--- config.mk ---
export PLATFORM = sky130hd
export DESIGN_NAME = can_destuff_ctrl
export DESIGN_NICKNAME = d
export VERILOG_FILES = /design/src/rtl/can_destuff_ctrl.sv
export SDC_FILE = /design/constraint.sdc
export NUM_CORES = 1
export LEC_CHECK = 0
export BUFFER_PORTS_ARGS = -buffer_cell sky130_fd_sc_hd__buf_2
export CELL_PAD_IN_SITES_DETAIL_PLACEMENT = 1
export CELL_PAD_IN_SITES_GLOBAL_PLACEMENT = 2
export CORE_MARGIN = 10
export CORE_UTILIZATION = 32
export CTS_CLUSTER_SIZE = 28
export DETAILED_ROUTE_END_ITERATION = 8
export PLACE_DENSITY_LB_ADDON = 0.1
export SLEW_MARGIN = 10
export SYNTH_ARGS = -nofsm -noshare
export SYNTH_HDL_FRONTEND = slang
export SYNTH_SLANG_ARGS = --single-unit
--- constraint.sdc ---
create_clock -name i_Clock -period 1.87 [get_ports i_Clock]
set_input_delay 0.374 -clock i_Clock [delete_from_list [all_inputs] [get_ports i_Clock]]
set_output_delay 0.374 -clock i_Clock [all_outputs]
set_load 0.01 [all_outputs]
--- src/rtl/can_destuff_ctrl.sv ---
// Receive-side CAN bit destuffer: tracks bus idle / SOF and the equal-bit run,
// drops mandatory stuff bits, flags stuff errors and forwards data bits.
module can_destuff_ctrl #(
    parameter int STUFF_LEN = 5,
    parameter int IDLE_LEN  = 11
) (
    input  logic       i_Clock,
    input  logic       i_Reset,
    input  logic       i_Sample_Valid,
    input  logic       i_Rx_Bit,
    input  logic       i_Stuff_En,
    input  logic       i_Frame_End,
    output logic       o_Bit_Valid,
    output logic       o_Bit,
    output logic       o_Stuff_Drop,
    output logic       o_Stuff_Err,
    output logic       o_Bus_Idle,
    output logic       o_Busy,
    output logic [3:0] o_Run_Cnt
);

    localparam logic [3:0] RUN_MAX  = 4'(STUFF_LEN);
    localparam logic [3:0] IDLE_MAX = 4'(IDLE_LEN);

    typedef enum logic [1:0] {
        ST_IDLE,
        ST_ACTIVE,
        ST_STUFF_CHK,
        ST_ERROR
    } state_t;

    state_t     state_q, state_d;
    logic [3:0] idle_q, idle_d;
    logic [3:0] run_q, run_d;
    logic       last_q, last_d;
    logic       bit_q, bit_d;
    logic       bit_valid_q, bit_valid_d;
    logic       drop_q, drop_d;
    logic       err_q, err_d;
    logic       bus_idle_q, bus_idle_d;
    logic [3:0] idle_inc;
    logic [3:0] run_inc;

    // Saturating increments; a polarity change restarts the run at one.
    assign idle_inc = (idle_q == IDLE_MAX) ? idle_q : idle_q + 4'd1;
    assign run_inc  = (i_Rx_Bit != last_q) ? 4'd1 :
                      (run_q == RUN_MAX)   ? run_q : run_q + 4'd1;

    always_comb begin
        state_d     = state_q;
        idle_d      = idle_q;
        run_d       = run_q;
        last_d      = last_q;
        bit_d       = bit_q;
        bit_valid_d = 1'b0;
        drop_d      = 1'b0;
        err_d       = 1'b0;
        bus_idle_d  = bus_idle_q;

        // Frame end outranks a coincident sample; in IDLE it is meaningless.
        if (i_Frame_End && (state_q != ST_IDLE)) begin
            state_d    = ST_IDLE;
            run_d      = 4'd0;
            last_d     = 1'b1;
            idle_d     = 4'd0;
            bus_idle_d = 1'b0;
        end else if (i_Sample_Valid) begin
            case (state_q)
                ST_IDLE: begin
                    if (i_Rx_Bit) begin
                        idle_d     = idle_inc;
                        bus_idle_d = (idle_inc == IDLE_MAX);
                    end else if (idle_q == IDLE_MAX) begin
                        bit_valid_d = 1'b1;
                        bit_d       = 1'b0;
                        run_d       = 4'd1;
                        last_d      = 1'b0;
                        idle_d      = 4'd0;
                        bus_idle_d  = 1'b0;
                        state_d     = ST_ACTIVE;
                    end else begin
                        idle_d = 4'd0;
                    end
                end
                ST_ACTIVE: begin
                    bit_valid_d = 1'b1;
                    bit_d       = i_Rx_Bit;
                    last_d      = i_Rx_Bit;
                    if (i_Stuff_En) begin
                        run_d = run_inc;
                        if (run_inc == RUN_MAX) state_d = ST_STUFF_CHK;
                    end else begin
                        run_d = 4'd0;
                    end
                end
                ST_STUFF_CHK: begin
                    // Checked even with destuffing disabled: the stuff bit
                    // after the last CRC bit must still be removed.
                    if (i_Rx_Bit != last_q) begin
                        drop_d  = 1'b1;
                        run_d   = 4'd1;
                        last_d  = i_Rx_Bit;
                        state_d = ST_ACTIVE;
                    end else begin
                        err_d   = 1'b1;
                        run_d   = 4'd0;
                        state_d = ST_ERROR;
                    end
                end
                ST_ERROR: begin
                    idle_d = i_Rx_Bit ? idle_inc : 4'd0;
                    if (i_Rx_Bit && (idle_inc == IDLE_MAX)) begin
                        state_d    = ST_IDLE;
                        bus_idle_d = 1'b1;
                    end
                end
                default: state_d = ST_IDLE;
            endcase
        end
    end

    always_ff @(posedge i_Clock or posedge i_Reset) begin
        if (i_Reset) begin
            state_q     <= ST_IDLE;
            idle_q      <= 4'd0;
            run_q       <= 4'd0;
            last_q      <= 1'b1;
            bit_q       <= 1'b1;
            bit_valid_q <= 1'b0;
            drop_q      <= 1'b0;
            err_q       <= 1'b0;
            bus_idle_q  <= 1'b0;
        end else begin
            state_q     <= state_d;
            idle_q      <= idle_d;
            run_q       <= run_d;
            last_q      <= last_d;
            bit_q       <= bit_d;
            bit_valid_q <= bit_valid_d;
            drop_q      <= drop_d;
            err_q       <= err_d;
            bus_idle_q  <= bus_idle_d;
        end
    end

    assign o_Bit_Valid  = bit_valid_q;
    assign o_Bit        = bit_q;
    assign o_Stuff_Drop = drop_q;
    assign o_Stuff_Err  = err_q;
    assign o_Bus_Idle   = bus_idle_q;
    assign o_Busy       = (state_q == ST_ACTIVE) || (state_q == ST_STUFF_CHK);
    assign o_Run_Cnt    = run_q;

endmodule

==> metrics.txt, run 1 <==
status=finished with violations; failing checks=setup timing; Worst-Skew Late Latency=0.26 ns; CTS H-Tree Depth=1; leakage power total=0.809 nW; Place WS=-0.0435 ns; initial antenna violation count=0; GRT Util Overall=12.4%; Via Count=1318; drt wl/cell=17.8 µm; pwr/cell area=1460 nW/µm²; fraction of layout cells with a size suffix above 1=48.2%; Synth cell types=51; Max Clock Freq=528 MHz; ys flop type=dfrtp_1; DR vias/cell=5.42; Iter 0 DRT Violations=70; n_diodes=0; global-route wire length before repair=7.21 mm; Layout area overhead=45.1%; Worst setup SP type=register; commonest non-fill, non-tap cells in the layout=33 x buf_4, 15 x buf_2, 12 x nand2_1, 12 x dfrtp_1, 11 x o21ai_0; Final Setup Violations=1; sequential fraction of the synthesis area=31.0%; setup repair after global routing missed its margin=yes; worst vdd ir=580 µV; Routability Congestion=0.805; Final Cell Area=1880 µm²; DIE AREA=7010 µm²; ANT nets after route=0; Overflow after GRT=0; EDFF count, synth=0; flops & latches, synth=16; Post-route DRC=0; Clock Path Buffers=2; DRT Wirelength=4.32 mm; die extent in x=83.7 µm; FP Rows=23; worst slew pin tran=0.452 ns; clock root cell=clkbuf_8; floorplan core area=3970 µm²; Port Buf Inserts=15; final slew viol count=0; # clock sinks=16; CTS tree=done; slew margin rel.=69.9%; largest net degree at the start of global routing=11; asr flop ratio synth=100%; 1st-pass router iterations=4; placed wire-length estimate=3.46 mm; Setup WS post-layout=-0.0245 ns; cell area after synthesis=1300 µm²; Reg area=405 µm²; Gate Count Post-Synth=146; worst path required time=2.01 ns; Die Y=83.7 µm; max cap viols=0; syn avg cell area=8.90 µm²; Data arrival, critical path=2.03 ns; Initial Utilization=32.7%; Worst-path clk slew=0.07 ns; Final nets=208; syn_nets=160; Crit. End Element=register; Max FO, Critical Path=4; commonest non-fill, non-tap cell in the layout=buf_4; vias in the first global route=1462; placed cell area=1670 µm²; total CTS buffers=3; # fillers=467; Final period util=101%; multi-input logic area=997 µm²; min cycle time layout=1.89 ns; io pins=16; final hold vios=0; Hold/Removal Path Class=in2async; critical path type=reg2reg; Setup Skew=0.00671 ns; yosys warns=0
## stage by stage
| step | TNS, ns | power, W | utilization (%) | hold WS [ns] | instances |
|---|---|---|---|---|---|
| final | -0.0245 | 0.00275 | 47.4 | 0.113 | 243 |
| after global routing | -0.169 | 0.00298 | 47.4 | 0.150 | 243 |
| after CTS | -0.0368 | 0.00257 | 45.0 | 0.121 | 243 |
| after detailed placement | -0.149 | 0.00212 | 42.0 | 0.407 | 239 |
| after global placement | -0.0101 | 0.00206 | 42.0 | 0.397 | 239 |
| after floorplan | -0.0321 | 0.00142 | - | 0.286 | 146 |
## cell families after synthesis
family,Yosys count,share of synthesized area [%]
AO/OA/AOI/OAI,49,28.1
XOR/XNOR,2,1.93
adder cells (fa/ha/maj),8,7.71
buffers and inverters,16,6.26
flip-flops,16,31.0
AND/OR/NAND/NOR,55,25.0
## worst max-delay path: stages (launching register included)
cell      delay (ns)
dfrtp_2         0.45
ha_4            0.17
nor2b_4         0.12
or4b_4          0.49
a221oi_4        0.28
or3_1           0.16
o211ai_2        0.10
## worst paths after layout
check	from	cells past startpoint	slack [ns]	to
worst max-delay path	o_Run_Cnt[0]	6	-0.02	state_q[1]
worst max register to register	o_Run_Cnt[0]	6	-0.02	state_q[1]
max in group asynchronous	i_Reset	3	1.19	o_Bit
worst min-delay path	i_Reset	2	0.11	o_Stuff_Drop
min in group i_Clock	o_Bus_Idle	1	0.50	o_Bus_Idle
worst min register to register	o_Bus_Idle	1	0.50	o_Bus_Idle
## synth_stat cells, types with 3 or more instances
library cell / number / area [µm²]
inv_1: 11 / 41.3
a21oi_1: 10 / 50.1
o21ai_0: 15 / 75.1
nand2b_1: 4 / 25.0
a22o_1: 3 / 26.3
nor2_1: 9 / 33.8
nand3_1: 6 / 30.0
nor3_1: 3 / 15.0
nand2_1: 12 / 45.0
nor2b_1: 5 / 31.3
dfrtp_1: 14 / 350
ha_1: 8 / 100
## sequential cells by signal (all words and copies together) (netlist names)
| signal | count |
|---|---|
| idle_q | 4 |
| o_Run_Cnt | 4 |
| state_q | 2 |
| last_q | 1 |
| o_Bit | 1 |
| o_Bit_Valid | 1 |
| o_Bus_Idle | 1 |
| o_Stuff_Drop | 1 |
| o_Stuff_Err | 1 |
## where the power goes
part / internal [W] / leakage [nW] / switching, W
Clock: 0.000187 / 0.0288 / 0.000138
Sequential: 0.000444 / 0.208 / 0.0000777
Combinational: 0.000908 / 0.573 / 0.000997
Total: 0.00154 / 0.809 / 0.00121
## timing repair
| action | CTS | global route |
|---|---|---|
| cloned | 0 | 0 |
| setup endpoints to repair | 10 | 11 |
| pin swaps | 3 | 9 |
| setup buffers | 0 | 0 |
| resized for setup | 14 | 21 |
| hold buffers | 0 | 0 |
## metal layers
metal	GRT usage (%)	share of wire [%]	up-vias
met3	2.44	2.6	6
met4	3.65	1.1	0
li1	-	-	632
met1	15.7	48	664
met5	0	0	-
met2	20.5	48	16
## layout make-up
cell class | instances | area share [%]
inverters | 11 | 2.19
multi-input cells | 114 | 52.9
repair buffers | 48 | 17.1
well taps | 50 | 3.32
flip-flops and latches | 16 | 21.5
clock buffers | 4 | 2.92
No activity file was read; power rests on OpenSTA's default activity.
==> inputs of run 2 (changes only) <==
SKIP_LAST_GASP = 1   (was not set)
==> run 2 against run 1 <==
The flow still finishes with violations (setup timing). Via count is 0.76% higher. Total power is 0.66% lower. Utilization hardly changed. Critical endpoint is now state_q[0].
==> metrics.txt, run 2 (synthesized netlist as in run 1, its figures left out) <==
ANT nets after route=0; Hold/Removal Path Class=in2async; # fillers=470; global-route wire length before repair=7.21 mm; status=finished with violations; Final Setup Violations=2; failing checks=setup timing; final slew viol count=0; Seq pwr share=18.8%; reg2reg path depth=5; Setup WS post-layout=-0.0270 ns; P_sw=0.00119 W; Buf+Inv Stages, Crit Path=0; Worst-Skew Late Latency=0.26 ns; CTS H-Tree Depth=1; fraction of layout cells with a size suffix above 1=49.5%; floorplan core area=3970 µm²; vias in the first global route=1462; Pint=0.00154 W; Post-route DRC=0; CP endpoint=state_q[0]; Data arrival, critical path=2.04 ns; Max FO, Critical Path=4; min cycle time layout=1.90 ns; Levels on crit path=5; max cap viols=0; io pins=16; commonest non-fill, non-tap cell in the layout=buf_4; Routability Congestion=0.805; Layout area overhead=45.2%; FP Rows=23; GRT Util Overall=12.4%; CP Cell Sequence=ha_1 -> or4b_4 -> a221oi_4 -> o21ai_0 -> a2bb2oi_1; CP top delay family=simple AND/OR/NAND/NOR gates; Final nets=211; multi-input logic area=976 µm²; die extent in x=83.7 µm; Reg area=405 µm²; Worst R2R Start=o_Run_Cnt[0]; DR vias/cell=5.40; Final period util=101%; total CTS buffers=3; Crit. End Element=register; Max Clock Freq=527 MHz; critical path type=reg2reg; Place WS=-0.0435 ns; leakage power total=0.823 nW; drt wl/cell=17.7 µm; # clock sinks=16; Die Y=83.7 µm; Sw Share=43.7%; Worst R2R End=state_q[0]; TNS Setup=-0.0423 ns; CP max stage cell=or4b_4; 1st-pass router iterations=4; combinational power share=69.1%; worst vdd ir=642 µV; Worst setup SP type=register; DRT Wirelength=4.37 mm; Port Buf Inserts=15; n_diodes=0; DIE AREA=7010 µm²; Worst-path clk slew=0.08 ns; Clock Path Buffers=2; final hold vios=0; Iter 0 DRT Violations=59; Via Count=1328; clock share of power=12.0%; commonest non-fill, non-tap cells in the layout=36 x buf_4, 15 x buf_2, 12 x nand2_1, 12 x dfrtp_1, 11 x o21ai_0; clock root cell=clkbuf_8; Initial Utilization=32.7%; slew margin rel.=70.0%; Max stage delay on crit path=0.55 ns; Overflow after GRT=0; worst slew pin tran=0.449 ns; crit path from=o_Run_Cnt[0]; largest net degree at the start of global routing=11; Tot Pwr=0.00273 W; CTS tree=done; placed wire-length estimate=3.46 mm; worst reg2reg setup slack=-0.03 ns; initial antenna violation count=0; Setup Skew=0.00747 ns; pwr/cell area=1450 nW/µm²; worst path required time=2.01 ns; setup repair after global routing missed its margin=yes
[run 2: power groups by stage]
stage | logic, W | clock network, W | registers, W
5_1_grt | 0.00208 | 0.000355 | 0.000522
2_1_floorplan | 0.000865 | 0 | 0.000553
3_3_place_gp | 0.00155 | 0 | 0.000510
4_1_cts | 0.00171 | 0.000337 | 0.000517
3_5_place_dp | 0.00160 | 0 | 0.000515
6_report | 0.00189 | 0.000329 | 0.000515
[run 2: repair_timing]
item	in CTS	in global routing
buffers inserted	0	3
endpoints found under the hold margin	0	0
resized for setup	12	22
hold buffers	0	0
pin swaps	3	8
endpoints found under the setup margin	10	11
[run 2: worst min path at each step]
stage	startpoint	endpoint
after CTS	i_Reset	state_q[1]
after detailed placement	i_Reset	state_q[0]
after global routing	i_Reset	state_q[0]
after floorplan	i_Reset	idle_q[0]
final	i_Reset	o_Stuff_Drop
after global placement	i_Reset	state_q[0]
[run 2: per-layer routing]
layer | global-route usage (%) | up-vias | wire [µm]
li1 | - | 636 | -
met1 | 15.7 | 666 | 2050
met2 | 20.5 | 19 | 2120
met3 | 2.44 | 7 | 129
met4 | 3.65 | 0 | 62
met5 | 0 | - | 0
[run 2: worst reg2reg max path, stage by stage, from the launching register on]
cell       delay (ns)
dfrtp_2          0.45
ha_1             0.24
or4b_4           0.55
a221oi_4         0.27
o21ai_0          0.12
a2bb2oi_1        0.14
[run 2: cell type report]
cell class | count | area share [%]
Sequential cell | 16 | 21.5
Multi-Input combinational cell | 114 | 51.8
Clock buffer | 4 | 2.92
Tap cell | 50 | 3.32
Timing Repair Buffer | 51 | 18.3
Inverter | 11 | 2.19
[run 2: through the flow]
stage	std cells	instance area [µm²]	utilization [%]	hold slack (ns)
finish	246	1890	47.5	0.109
global route	246	1890	47.5	0.150
CTS	243	1790	45.0	0.121
detailed placement	239	1670	42.0	0.407
global placement	239	1670	42.0	0.397
floorplan	146	1320	-	0.286
==> inputs of run 3 (changes only) <==
PLACE_DENSITY = 0.8   (was not set)
PLACE_DENSITY_LB_ADDON = not set   (was 0.1)
SETUP_SLACK_MARGIN = 0.3   (was not set)
==> run 3 against run 2 <==
The run still ends with setup timing left. Clock power up 2%. Combinational power increased by 30%. Fmax down 1.4%. Clock skew fell by 0.0048 ns. Critical path type unchanged. Critical endpoint is now state_q[1]. Largest power group unchanged.
==> metrics.txt, run 3 (synthesized netlist as in run 1, its figures left out) <==
ANT nets after route=0; Worst setup SP type=register; global-route wire length before repair=8.01 mm; Reg area=405 µm²; Worst-Skew Late Latency=0.26 ns; CP top delay family=simple AND/OR/NAND/NOR gates; Setup Skew=0.00267 ns; slew margin rel.=53.5%; Die Y=83.7 µm; multi-input logic area=1060 µm²; final slew viol count=0; reg2reg path depth=6; placed wire-length estimate=3.50 mm; Clock Path Buffers=2; DRT Wirelength=5.25 mm; Max Clock Freq=520 MHz; Max FO, Critical Path=4; leakage power total=0.898 nW; DR vias/cell=5.68; Overflow after GRT=0; Final nets=220; status=finished with violations; Worst R2R Start=o_Run_Cnt[0]; 1st-pass router iterations=4; commonest non-fill, non-tap cell in the layout=buf_4; largest net degree at the start of global routing=17; FP Rows=23; initial antenna violation count=0; DIE AREA=7010 µm²; Hold/Removal Path Class=in2async; worst vdd ir=874 µV; Worst-path clk slew=0.08 ns; CTS tree=done; min cycle time layout=1.92 ns; Crit. End Element=register; GRT Util Overall=13.9%; Setup WS post-layout=-0.0536 ns; vias in the first global route=1562; CTS H-Tree Depth=1; setup repair after global routing missed its margin=yes; final hold vios=0; drt wl/cell=20.6 µm; critical path type=reg2reg; CP Cell Sequence=ha_4 -> nor2b_4 -> or4b_4 -> a221oi_4 -> or3_4 -> o211ai_2; total CTS buffers=3; pwr/cell area=1600 nW/µm²; io pins=16; TNS Setup=-0.116 ns; Hold WS=0.213 ns; Via Count=1449; worst path required time=2.01 ns; Final period util=103%; Final Setup Violations=3; max cap viols=0; failing checks=setup timing; n_diodes=0; commonest non-fill, non-tap cells in the layout=36 x buf_4, 14 x buf_2, 12 x nand2_1, 12 x dfrtp_1, 10 x buf_6; Max stage delay on crit path=0.50 ns; Port Buf Inserts=15; Initial Utilization=32.7%; # fillers=466; worst reg2reg setup slack=-0.05 ns; clock root cell=clkbuf_8; fraction of layout cells with a size suffix above 1=57.6%; die extent in x=83.7 µm; Buf+Inv Stages, Crit Path=0; Data arrival, critical path=2.06 ns; Iter 0 DRT Violations=111; Routability Congestion=0.863; Post-route DRC=0; Worst R2R End=state_q[1]; CP max stage cell=or4b_4; worst slew pin tran=0.696 ns; # clock sinks=16; floorplan core area=3970 µm²; Layout area overhead=60.2%
==> run 3: changes by cell type in the layout (fill, tap and decap cells not counted), sizes merged <==
cell,previous run,this run
buf,51,60
==> run 3: worst register-to-register path: stages, from the launching register on <==
cell and delay (ns):
dfrtp_2 0.45, ha_4 0.17, nor2b_4 0.12, or4b_4 0.50, a221oi_4 0.30, or3_4 0.18
o211ai_2 0.08
==> run 3: area by class of cell <==
type / instances / area share (%)
multi-input combinational: 114 / 51.0
timing repair buffer: 60 / 21.8
clock buffer: 4 / 2.65
sequential: 16 / 19.5
inverter: 11 / 2.10
tap: 50 / 3.01
==> run 3: where the power goes <==
group / internal, W / total, W / switching (W)
Combinational: 0.00123 / 0.00245 / 0.00122
Clock: 0.000187 / 0.000334 / 0.000147
Sequential: 0.000444 / 0.000534 / 0.0000904
==> run 3: timing repair <==
item	CTS	global route
endpoints found under the setup margin	15	15
resized for setup	27	30
pin swaps	11	18
hold buffers	0	0
setup buffers	7	9
==> run 3: worst max path at each step <==
stage | startpoint | depth (start not counted) | endpoint | slack (ns)
5_1_grt | o_Run_Cnt[0] | 5 | state_q[1] | -0.11
2_1_floorplan | o_Run_Cnt[0] | 6 | state_q[0] | -0.02
3_3_place_gp | o_Run_Cnt[1] | 7 | state_q[1] | 0.02
6_report | o_Run_Cnt[0] | 6 | state_q[1] | -0.05
3_5_place_dp | o_Run_Cnt[1] | 7 | state_q[0] | -0.08
4_1_cts | o_Run_Cnt[0] | 6 | state_q[1] | -0.07
==> run 3: per-stage QoR <==
step / power, W / util [%] / setup slack (ns) / std cells / instance area (µm²)
2_1_floorplan: 0.00152 / - / -0.0190 / 146 / 1360
3_3_place_gp: 0.00208 / 42.3 / 0.0198 / 235 / 1680
3_5_place_dp: 0.00219 / 42.3 / -0.0813 / 235 / 1680
4_1_cts: 0.00286 / 47.8 / -0.0731 / 246 / 1900
5_1_grt: 0.00352 / 52.4 / -0.109 / 255 / 2080
6_report: 0.00332 / 52.4 / -0.0536 / 255 / 2080
==> run 3: metal layers <==
layer | vias up | GRT usage, % | part of all wire [%]
li1 | 655 | - | -
met1 | 741 | 15.5 | 43
met2 | 40 | 24.5 | 50
met3 | 13 | 3.52 | 3.6
met4 | 0 | 5.63 | 2.8
met5 | - | 0 | 0
